File: config.mk
export PLATFORM = sky130hd
export DESIGN_NAME = ysyx_23060025_lsu_axi
export DESIGN_NICKNAME = d
export VERILOG_FILES = /design/src/rtl/ysyx_23060025_lsu_pkg.sv /design/src/rtl/ysyx_23060025_lsu_align.sv /design/src/rtl/ysyx_23060025_lsu_axi.sv
export SDC_FILE = /design/constraint.sdc
export NUM_CORES = 1
export LEC_CHECK = 0
export ABC_AREA = 1
export CAP_MARGIN = 30
export CORE_MARGIN = 3
export CORE_UTILIZATION = 37
export DETAILED_ROUTE_END_ITERATION = 10
export PLACE_DENSITY = 0.77
export SYNTH_ARGS = -nofsm -noshare
export SYNTH_HDL_FRONTEND = slang
export SYNTH_SLANG_ARGS = --single-unit
File: constraint.sdc
create_clock -name clock -period 1.4 [get_ports clock]
set_input_delay 0.28 -clock clock [delete_from_list [all_inputs] [get_ports clock]]
set_output_delay 0.28 -clock clock [all_outputs]
set_load 0.005 [all_outputs]
File: src/rtl/ysyx_23060025_lsu_pkg.sv
`default_nettype none
// ============================================================================
//  Module      : ysyx_23060025_lsu_pkg
//  Description : Shared definitions for the AXI load/store unit. Holds the
//                FSM state encodings, access size codes, AXI response codes
//                and the alignment test helper.
//  Revision    : 1.0 - initial release
// ============================================================================
package ysyx_23060025_lsu_pkg;

  typedef enum logic [2:0] {
    ST_IDLE    = 3'd0,
    ST_RD_ADDR = 3'd1,
    ST_RD_DATA = 3'd2,
    ST_WR      = 3'd3,
    ST_WR_RESP = 3'd4,
    ST_RESP    = 3'd5
  } lsu_state_t;

  localparam logic [1:0] SIZE_BYTE = 2'd0;
  localparam logic [1:0] SIZE_HALF = 2'd1;
  localparam logic [1:0] SIZE_WORD = 2'd2;

  localparam logic [1:0] AXI_RESP_OKAY   = 2'b00;
  localparam logic [1:0] AXI_RESP_EXOKAY = 2'b01;
  localparam logic [1:0] AXI_RESP_SLVERR = 2'b10;
  localparam logic [1:0] AXI_RESP_DECERR = 2'b11;

  // A half must sit on an even address, a word on a 4-byte boundary.
  function automatic logic is_misaligned(input logic [1:0] size, input logic [1:0] addr_lo);
    return ((size == SIZE_HALF) && addr_lo[0]) ||
           ((size == SIZE_WORD) && (addr_lo != 2'b00));
  endfunction

endpackage
`default_nettype wire

File: src/rtl/ysyx_23060025_lsu_align.sv
`default_nettype none
// ============================================================================
//  Module      : ysyx_23060025_lsu_align
//  Description : Purely combinational lane steering. Places store data and
//                byte strobes on the lanes selected by the low address bits,
//                and brings load data back down to bit 0 with sign or zero
//                extension to the full data width.
//  Revision    : 1.0 - initial release
// ============================================================================
module ysyx_23060025_lsu_align
  import ysyx_23060025_lsu_pkg::*;
#(
  parameter int DATA_LEN = 32
) (
  input  logic [1:0]          addr_lo,
  input  logic [1:0]          size,
  input  logic                is_unsigned,
  input  logic [DATA_LEN-1:0] wdata_in,
  input  logic [DATA_LEN-1:0] rdata_in,
  output logic [DATA_LEN-1:0] wdata_out,
  output logic [3:0]          wstrb_out,
  output logic [DATA_LEN-1:0] rdata_out
);

  logic [DATA_LEN-1:0] w_rshift;
  logic [3:0]          w_strb_base;

  // Store side: shift data and strobes up to the addressed byte lane; strobes
  // that run past lane 3 are simply dropped by the 4-bit result.
  always_comb begin
    w_strb_base = 4'hF;
    case (size)
      SIZE_BYTE: w_strb_base = 4'h1;
      SIZE_HALF: w_strb_base = 4'h3;
      default:   w_strb_base = 4'hF;
    endcase
    wstrb_out = w_strb_base << addr_lo;
    wdata_out = wdata_in << {addr_lo, 3'b000};
  end

  // Load side: shift the addressed lane down, then extend to full width.
  always_comb begin
    w_rshift = rdata_in >> {addr_lo, 3'b000};
    case (size)
      SIZE_BYTE: rdata_out = {{(DATA_LEN-8){~is_unsigned & w_rshift[7]}}, w_rshift[7:0]};
      SIZE_HALF: rdata_out = {{(DATA_LEN-16){~is_unsigned & w_rshift[15]}}, w_rshift[15:0]};
      default:   rdata_out = w_rshift;
    endcase
  end

endmodule
`default_nettype wire

File: src/rtl/ysyx_23060025_lsu_axi.sv
`default_nettype none
// ============================================================================
//  Module      : ysyx_23060025_lsu_axi
//  Description : Single-outstanding load/store unit with an AXI master port.
//                A request is latched in IDLE, issued as AR/R or AW+W/B, and
//                the extended result is held on the response port until it is
//                taken. Define YSYX_23060025_LSU_MISALIGN_CHK_EN to reject
//                misaligned half/word accesses with an error instead of
//                issuing them on the bus.
//  Revision    : 1.0 - initial release
// ============================================================================
module ysyx_23060025_lsu_axi
  import ysyx_23060025_lsu_pkg::*;
#(
  parameter int ADDR_LEN = 32,
  parameter int DATA_LEN = 32
) (
  input  logic                clock,
  input  logic                reset,
  // request / response
  input  logic                req_valid,
  input  logic                req_wen,
  input  logic                req_unsigned,
  input  logic [1:0]          req_size,
  input  logic [ADDR_LEN-1:0] req_addr,
  input  logic [DATA_LEN-1:0] req_wdata,
  output logic                req_ready,
  output logic                resp_valid,
  input  logic                resp_ready,
  output logic [DATA_LEN-1:0] resp_rdata,
  output logic                resp_err,
  // AXI read
  output logic [ADDR_LEN-1:0] ar_addr,
  output logic [2:0]          ar_size,
  output logic                ar_valid,
  input  logic                ar_ready,
  input  logic [DATA_LEN-1:0] r_data,
  input  logic [1:0]          r_resp,
  input  logic                r_valid,
  input  logic                r_last,
  output logic                r_ready,
  // AXI write
  output logic [ADDR_LEN-1:0] aw_addr,
  output logic [2:0]          aw_size,
  output logic                aw_valid,
  input  logic                aw_ready,
  output logic [DATA_LEN-1:0] w_data,
  output logic [3:0]          w_strb,
  output logic                w_valid,
  input  logic                w_ready,
  input  logic [1:0]          b_resp,
  input  logic                b_valid,
  output logic                b_ready
);

  lsu_state_t          r_state, w_next;
  logic [ADDR_LEN-1:0] r_addr;
  logic [1:0]          r_size;
  logic                r_unsigned;
  logic [DATA_LEN-1:0] r_wdata;
  logic [DATA_LEN-1:0] r_rdata;
  logic                r_err;
  logic                r_aw_done;
  logic                r_w_done;
  logic                w_accept;
  logic                w_misalign;
  logic                w_r_last_hs;
  logic [DATA_LEN-1:0] w_wdata_al;
  logic [3:0]          w_strb_al;
  logic [DATA_LEN-1:0] w_load_data;

`ifdef YSYX_23060025_LSU_MISALIGN_CHK_EN
  assign w_misalign = is_misaligned(req_size, req_addr[1:0]);
`else
  assign w_misalign = 1'b0;
`endif

  assign w_accept    = req_valid & req_ready;
  assign w_r_last_hs = r_valid & r_ready & r_last;

  ysyx_23060025_lsu_align #(
    .DATA_LEN (DATA_LEN)
  ) u_align (
    .addr_lo     (r_addr[1:0]),
    .size        (r_size),
    .is_unsigned (r_unsigned),
    .wdata_in    (r_wdata),
    .rdata_in    (r_data),
    .wdata_out   (w_wdata_al),
    .wstrb_out   (w_strb_al),
    .rdata_out   (w_load_data)
  );

  // Request fields come straight from the latched copy so the bus stays stable.
  assign ar_addr    = r_addr;
  assign ar_size    = {1'b0, r_size};
  assign aw_addr    = r_addr;
  assign aw_size    = {1'b0, r_size};
  assign w_data     = w_wdata_al;
  assign resp_rdata = r_rdata;
  assign resp_err   = r_err;

  // State register plus latched request, handshake progress and result.
  always_ff @(posedge clock) begin
    if (reset) begin
      r_state    <= ST_IDLE;
      r_addr     <= '0;
      r_size     <= SIZE_BYTE;
      r_unsigned <= 1'b0;
      r_wdata    <= '0;
      r_rdata    <= '0;
      r_err      <= 1'b0;
      r_aw_done  <= 1'b0;
      r_w_done   <= 1'b0;
    end else begin
      r_state <= w_next;
      if (w_accept) begin
        r_addr     <= req_addr;
        r_size     <= req_size;
        r_unsigned <= req_unsigned;
        r_wdata    <= req_wdata;
        r_rdata    <= '0;
        r_err      <= w_misalign;
        r_aw_done  <= 1'b0;
        r_w_done   <= 1'b0;
      end
      if (aw_valid && aw_ready) r_aw_done <= 1'b1;
      if (w_valid && w_ready)   r_w_done  <= 1'b1;
      if (w_r_last_hs) begin
        r_rdata <= w_load_data;
        r_err   <= (r_resp != AXI_RESP_OKAY);
      end
      if (b_valid && b_ready) begin
        r_err <= (b_resp != AXI_RESP_OKAY);
      end
    end
  end

  // Next-state and handshake outputs, decoded from the current state only.
  always_comb begin
    w_next     = r_state;
    req_ready  = 1'b0;
    resp_valid = 1'b0;
    ar_valid   = 1'b0;
    r_ready    = 1'b0;
    aw_valid   = 1'b0;
    w_valid    = 1'b0;
    w_strb     = 4'h0;
    b_ready    = 1'b0;
    case (r_state)
      ST_IDLE: begin
        req_ready = 1'b1;
        if (req_valid) begin
          if (w_misalign)   w_next = ST_RESP;
          else if (req_wen) w_next = ST_WR;
          else              w_next = ST_RD_ADDR;
        end
      end
      ST_RD_ADDR: begin
        ar_valid = 1'b1;
        if (ar_ready) w_next = ST_RD_DATA;
      end
      ST_RD_DATA: begin
        r_ready = 1'b1;
        if (r_valid && r_last) w_next = ST_RESP;
      end
      ST_WR: begin
        aw_valid = ~r_aw_done;
        w_valid  = ~r_w_done;
        w_strb   = w_strb_al;
        if ((r_aw_done || aw_ready) && (r_w_done || w_ready)) w_next = ST_WR_RESP;
      end
      ST_WR_RESP: begin
        b_ready = 1'b1;
        if (b_valid) w_next = ST_RESP;
      end
      ST_RESP: begin
        resp_valid = 1'b1;
        if (resp_ready) w_next = ST_IDLE;
      end
      default: w_next = ST_IDLE;
    endcase
  end

endmodule
`default_nettype wire

==> metrics.cfg, run 1 <==
[outcome]
outcome=finished, violations left
violations=negative setup slack

[detailed_routing]
firstDrtPassIters=6
vias=7400
postRouteAntennaNets=0
vias_per_cell=5.59
drt-total-wl_microns=28100
drt_iter0_drc=652
wl_per_cell_microns=21.3
drcViolationCount=0

[timing]
drv_slew=0
rsz0062_at_grt=yes
max_slew_margin_pct=64.4
min_period_ns=1.89
fin_crit_sh_pct=135
skew_ns=0.00750
setup_viol=149
hold_viol=0
tightest_slew_ns=0.534
worst_slack_ns=-0.494
timing.fmax_mhz=528

[worst_setup_path]
crit_path_cell_trace=inv_2 -> buf_12 -> o21ai_1 -> a21oi_1 -> a21oi_2 -> buf_2
critPathMaxFanout=16
start_kind=flop
critPathKind=reg2out
crit_path_top_delay_cell=dfxtp_4
end_kind=output pin
critPathArrivalTime_ns=1.61
required_ns=1.12
max_stage_delay_ns=0.37

[cells_and_area]
seqCellArea_sq_um=2180
syn_to_final_growth_pct=112
multiInputGateArea_sq_um=4110
drive_gt1_share_pct=49.4
fill_cells=800
nets=1252
diodes=0
final_core_util_pct=81.6

[yosys]
synth.area.top_cells=dfxtp_1, nand2_1, nor2_1
synthTopCellsByCount=nand2_1, nor2_1, dfxtp_1
synth_top_area_cell=dfxtp_1
seq_area_frac_synth_pct=38.8
syn_inst=806
synth_cell_types=27
yosysMostFrequentCell=nand2_1
avgSynthCellArea_sq_um=6.73
synth-seq-cells=105
yosysWarnings=0
ys.flop_type=dfxtp_1
synth_edf_count=0
synth_async_sr_flop_share_pct=0
synthesis.area_sq_um=5420
yosysTopAreaCellShare_pct=38.8

[place]
gp_congestion=0.924
dp_hpwl_microns=14400
numPortBuffers=257

[power]
p_leak_nw=5.76
fin_total_pwr_w=0.0200
peakVddDrop_mv=1.06
p_per_area_nw_per_um2=1740

[clocking]
clkTransAtPathRegs_ns=0.08
clk_path_buf_depth=2
cts_tree=done
cts_buffers=9
cts_root_buf=clkbuf_16
clk_latency_ns=0.36
clock-sinks=105
htreeDepth=3

[floorplan]
ioPinCount=260
fp.dieH_microns=127
row_count=43
start_util_pct=38.5
die_area_sq_um=16100
die_x_microns=127
core_sq_um=14100

[grt]
grt_pass1_wl_microns=37000
grt_max_degree=41
track_usage_pct=28.9
first_global_vias=6789
overflow=0
antenna_found_initial=0

[hold_path]
hp-class=reg2reg

[run]
cap_violations=0

## power by group
part / switching, W / internal, W
Combinational: 0.00675 / 0.00646
Sequential: 0.000578 / 0.00373
Clock: 0.00128 / 0.00123
## layout by cell type (no fill, tap or decap), types with 3 or more instances in the layout
cell	netlist	routed
buf_12	0	22
dfxtp_4	0	3
buf_4	41	60
o21ai_0	85	36
nand3_1	38	30
dfxtp_2	0	53
nand2_1	177	102
inv_4	4	5
buf_8	0	12
o21ai_2	0	19
clkdlybuf4s50_1	0	113
dlymetal6s2s_1	0	59
o21ai_4	0	26
buf_6	7	49
nand3_4	3	8
buf_16	0	11
nand3_2	0	4
o211ai_1	7	7
nor2_2	2	18
a21oi_2	0	57
nand4_1	3	3
inv_1	34	26
dlygate4sd2_1	0	36
nor2_4	1	58
o21ai_1	8	12
nand2_4	2	26
inv_2	2	6
inv_6	0	4
nor2_1	139	67
clkbuf_16	0	14
dfxtp_1	105	49
nand2_2	0	50
a22oi_2	0	6
clkbuf_2	0	3
a21oi_1	93	34
buf_2	18	35
## final cells by class
class | instances | area share [%]
clock buffers | 9 | 1.96
clock inverters | 7 | 0.457
inverters | 40 | 1.85
multi-input cells | 573 | 35.7
flip-flops and latches | 105 | 19.0
well taps | 180 | 1.96
repair buffers | 407 | 38.9
repair inverters | 2 | 0.218
## kinds of logic after synthesis
logic type             after synthesis  synth area share [%]
AO/OA/AOI/OAI                      201                  19.3
flip-flops                         105                  38.8
AND/OR/NAND/NOR                    368                  28.4
buffers and inverters              131                  13.5
other                                1                0.0692
## routing by layer
layer / GRT usage [%] / vias to the layer above / part of all wire (%) / routed length, microns
li1: - / 3264 / - / -
met1: 33.6 / 3543 / 35 / 9750
met2: 51.8 / 474 / 52 / 14600
met3: 6.40 / 119 / 8.9 / 2510
met4: 10.8 / 0 / 4.5 / 1270
met5: 0 / - / 0 / 0
## timing repair
action                                  4_1_cts  5_1_grt
hold buffers                                  0        0
buffers inserted                             41       30
resized for setup                           550      376
pin swaps                                    70       78
gates cloned                                 19        6
endpoints found under the setup margin      246      213
## sequential cells by signal, indices dropped and copies added, names as in the netlist
name and cells:
r_state 3, ar_addr 32, r_wdata 32, r_unsigned 1, resp_rdata 32, r_aw_done 1, resp_err 1, r_size 2
r_w_done 1
## stage by stage
step,area (sq um),instances,setup WS [ns],setup TNS [ns],hold slack (ns)
after floorplan,5450,807,-0.00766,-0.00766,0.415
after global placement,8260,1222,-0.497,-43.24,0.450
after detailed placement,8260,1222,-0.541,-45.58,0.454
after CTS,10100,1297,-0.331,-31.04,0.464
after global routing,11500,1323,-0.515,-46.38,0.481
final,11500,1323,-0.494,-37.73,0.464
## critical path, delay by kind of cell (launching register included)
family | cells | cell delay [ns]
DFF | 1 | 0.37
AOI/OAI and AO/OA | 3 | 0.47
buffers and inverters | 3 | 0.41
## path summary, 6_finish.rpt
check	start	end	slack (ns)	cells after the start
worst min-delay path	resp_rdata[30]	resp_rdata[30]	0.46	2
worst min register to register	resp_rdata[30]	resp_rdata[30]	0.46	2
worst max-delay path	ar_addr[1]	w_data[27]	-0.49	6
worst max register to register	r_state[0]	r_wdata[19]	-0.33	11
No activity file was read; power rests on OpenSTA's default activity.
==> inputs of run 2 (changes only) <==
--- a/constraint.sdc
+++ b/constraint.sdc
@@ -3,2 +3,2 @@
 set_output_delay 0.28 -clock clock [all_outputs]
-set_load 0.005 [all_outputs]
+set_load 0.01 [all_outputs]
==> metrics.cfg, run 2 (synthesis gave the netlist of run 1 again) <==
[clocking]
cts_tree=done
clkTransAtPathRegs_ns=0.07
cts_buffers=9
cts_root_buf=clkbuf_16
clk_latency_ns=0.36
htreeDepth=3
clock-sinks=105
hold_buffers=0
clk_path_buf_depth=2

[hold_path]
holdPathStages=2
min_from=resp_rdata[9]
whs_endpoint=resp_rdata[9]
hp-class=reg2reg

[timing]
setup_viol=150
drv_slew=0
min_period_ns=1.78
worst_slack_ns=-0.376
fin_crit_sh_pct=127
timing.fmax_mhz=563
skew_ns=0.00767
fin_tns_setup_ns=-28.99
rsz0062_at_grt=yes
hold_viol=0

[power]
comb_power_share_pct=62.6
internal-power_w=0.0106
switchingPower_w=0.00801
p_per_area_nw_per_um2=1790
peakVddDrop_mv=1.26
power_frac_clock_pct=14.2
p_sw_share_pct=43.1
fin_total_pwr_w=0.0186
seqPwrFrac_pct=23.2
p_leak_nw=5.12

[floorplan]
row_count=43
fp.dieH_microns=127
core_sq_um=14100
start_util_pct=38.5
die_x_microns=127
die_area_sq_um=16100
ioPinCount=260

[grt]
grt.busiest_layer=met2
antenna_found_initial=0
first_global_vias=6364
grt_max_degree=41
met2_usage_pct=45.4
met3_usage_pct=6.35
track_usage_pct=25.6
grt_pass1_wl_microns=33100
overflow=0
grtUsageMet1_pct=30.5

[worst_setup_path]
max_stage_delay_ns=0.39
r2r_end=r_wdata[26]
critPathKind=reg2out
critPathArrivalTime_ns=1.50
end_kind=output pin
reg2regPathDepth=9
path_common_cell=a21oi_2
critPathMaxFanout=6
crit_path_top_delay_cell=dfxtp_4
r2r_start=r_state[1]
crit_family=flip-flops
ff2ff_setup_slack_ns=-0.27
crit_path_cell_trace=buf_6 -> nor2_4 -> inv_2 -> nand2_2 -> a21oi_2 -> a21oi_2 -> buf_2
start_kind=flop
crit_buf_inv=3
required_ns=1.12

[detailed_routing]
wl_per_cell_microns=18.7
drt-total-wl_microns=24300
firstDrtPassIters=5
vias=6925
vias_per_cell=5.31
drcViolationCount=0
postRouteAntennaNets=0
drt_iter0_drc=518

[place]
numPortBuffers=257
placed_area_sq_um=8390
dp_hpwl_microns=14800
dp_slack_ns=-0.550
gp_congestion=0.881

[cells_and_area]
finish.instance_area_sq_um=10400
diodes=0
drive_gt1_share_pct=37.0
nets=1232
syn_to_final_growth_pct=92.0
final_core_util_pct=73.9
final_common_cell=nand2_1
final_cell_mix=nand2_1, clkdlybuf4s50_1, dfxtp_1, nor2_1, a21oi_1

[outcome]
violations=negative setup slack
outcome=finished, violations left

[run]
cap_violations=0

-- run 2: what timing repair did --
| item | in CTS | in global routing |
|---|---|---|
| buffers inserted | 10 | 16 |
| pin swaps | 26 | 67 |
| cloned | 7 | 16 |
| resized for setup | 411 | 299 |
| setup endpoints to repair | 245 | 187 |
-- run 2: how the worst max path moves through the flow --
stage                from        endpoint  slack (ns)  cells after the start
5_1_grt        ar_addr[0]      w_data[22]       -0.43                      6
6_report       ar_addr[0]      w_data[16]       -0.38                      7
2_1_floorplan  ar_addr[1]       w_strb[2]       -0.03                      4
3_5_place_dp      r_valid  resp_rdata[12]       -0.55                      6
4_1_cts        ar_addr[0]      w_data[16]       -0.34                      7
3_3_place_gp       r_last  resp_rdata[31]       -0.47                      6
-- run 2: per-layer routing --
metal / wire length (microns) / vias to the layer above
met5: 0 / -
met4: 777 / 0
met3: 2300 / 62
met2: 12400 / 404
met1: 8860 / 3237
li1: - / 3222
-- run 2: layout make-up --
| class | instances | area [sq um] |
|---|---|---|
| well taps | 180 | 225 |
| clock buffers | 9 | 225 |
| clock inverters | 7 | 76.3 |
| fillers | 975 | 3690 |
| repair inverters | 6 | 62.6 |
| multi-input cells | 573 | 3540 |
| repair buffers | 383 | 3960 |
| flip-flops and latches | 105 | 2120 |
| inverters | 40 | 204 |
-- run 2: through the flow --
step           hold WS, ns  instances
2_1_floorplan        0.415        807
6_report             0.461       1303
3_3_place_gp         0.451       1239
3_5_place_dp         0.455       1239
4_1_cts              0.466       1272
5_1_grt              0.474       1303
-- run 2: worst register-to-register path: cells and delay by family, from the launching register on --
family | cells | cell delay, ns
compound gates | 1 | 0.09
buf+inv | 4 | 0.55
simple gates | 4 | 0.63
flops | 1 | 0.33
-- run 2: power by group through the flow --
stage | combinational [W] | clock, W | sequential (W)
5_1_grt | 0.0124 | 0.00279 | 0.00438
6_report | 0.0116 | 0.00264 | 0.00432
4_1_cts | 0.00891 | 0.00266 | 0.00418
3_5_place_dp | 0.00841 | 0 | 0.00418
3_3_place_gp | 0.00835 | 0 | 0.00417
2_1_floorplan | 0.00453 | 0 | 0.00423
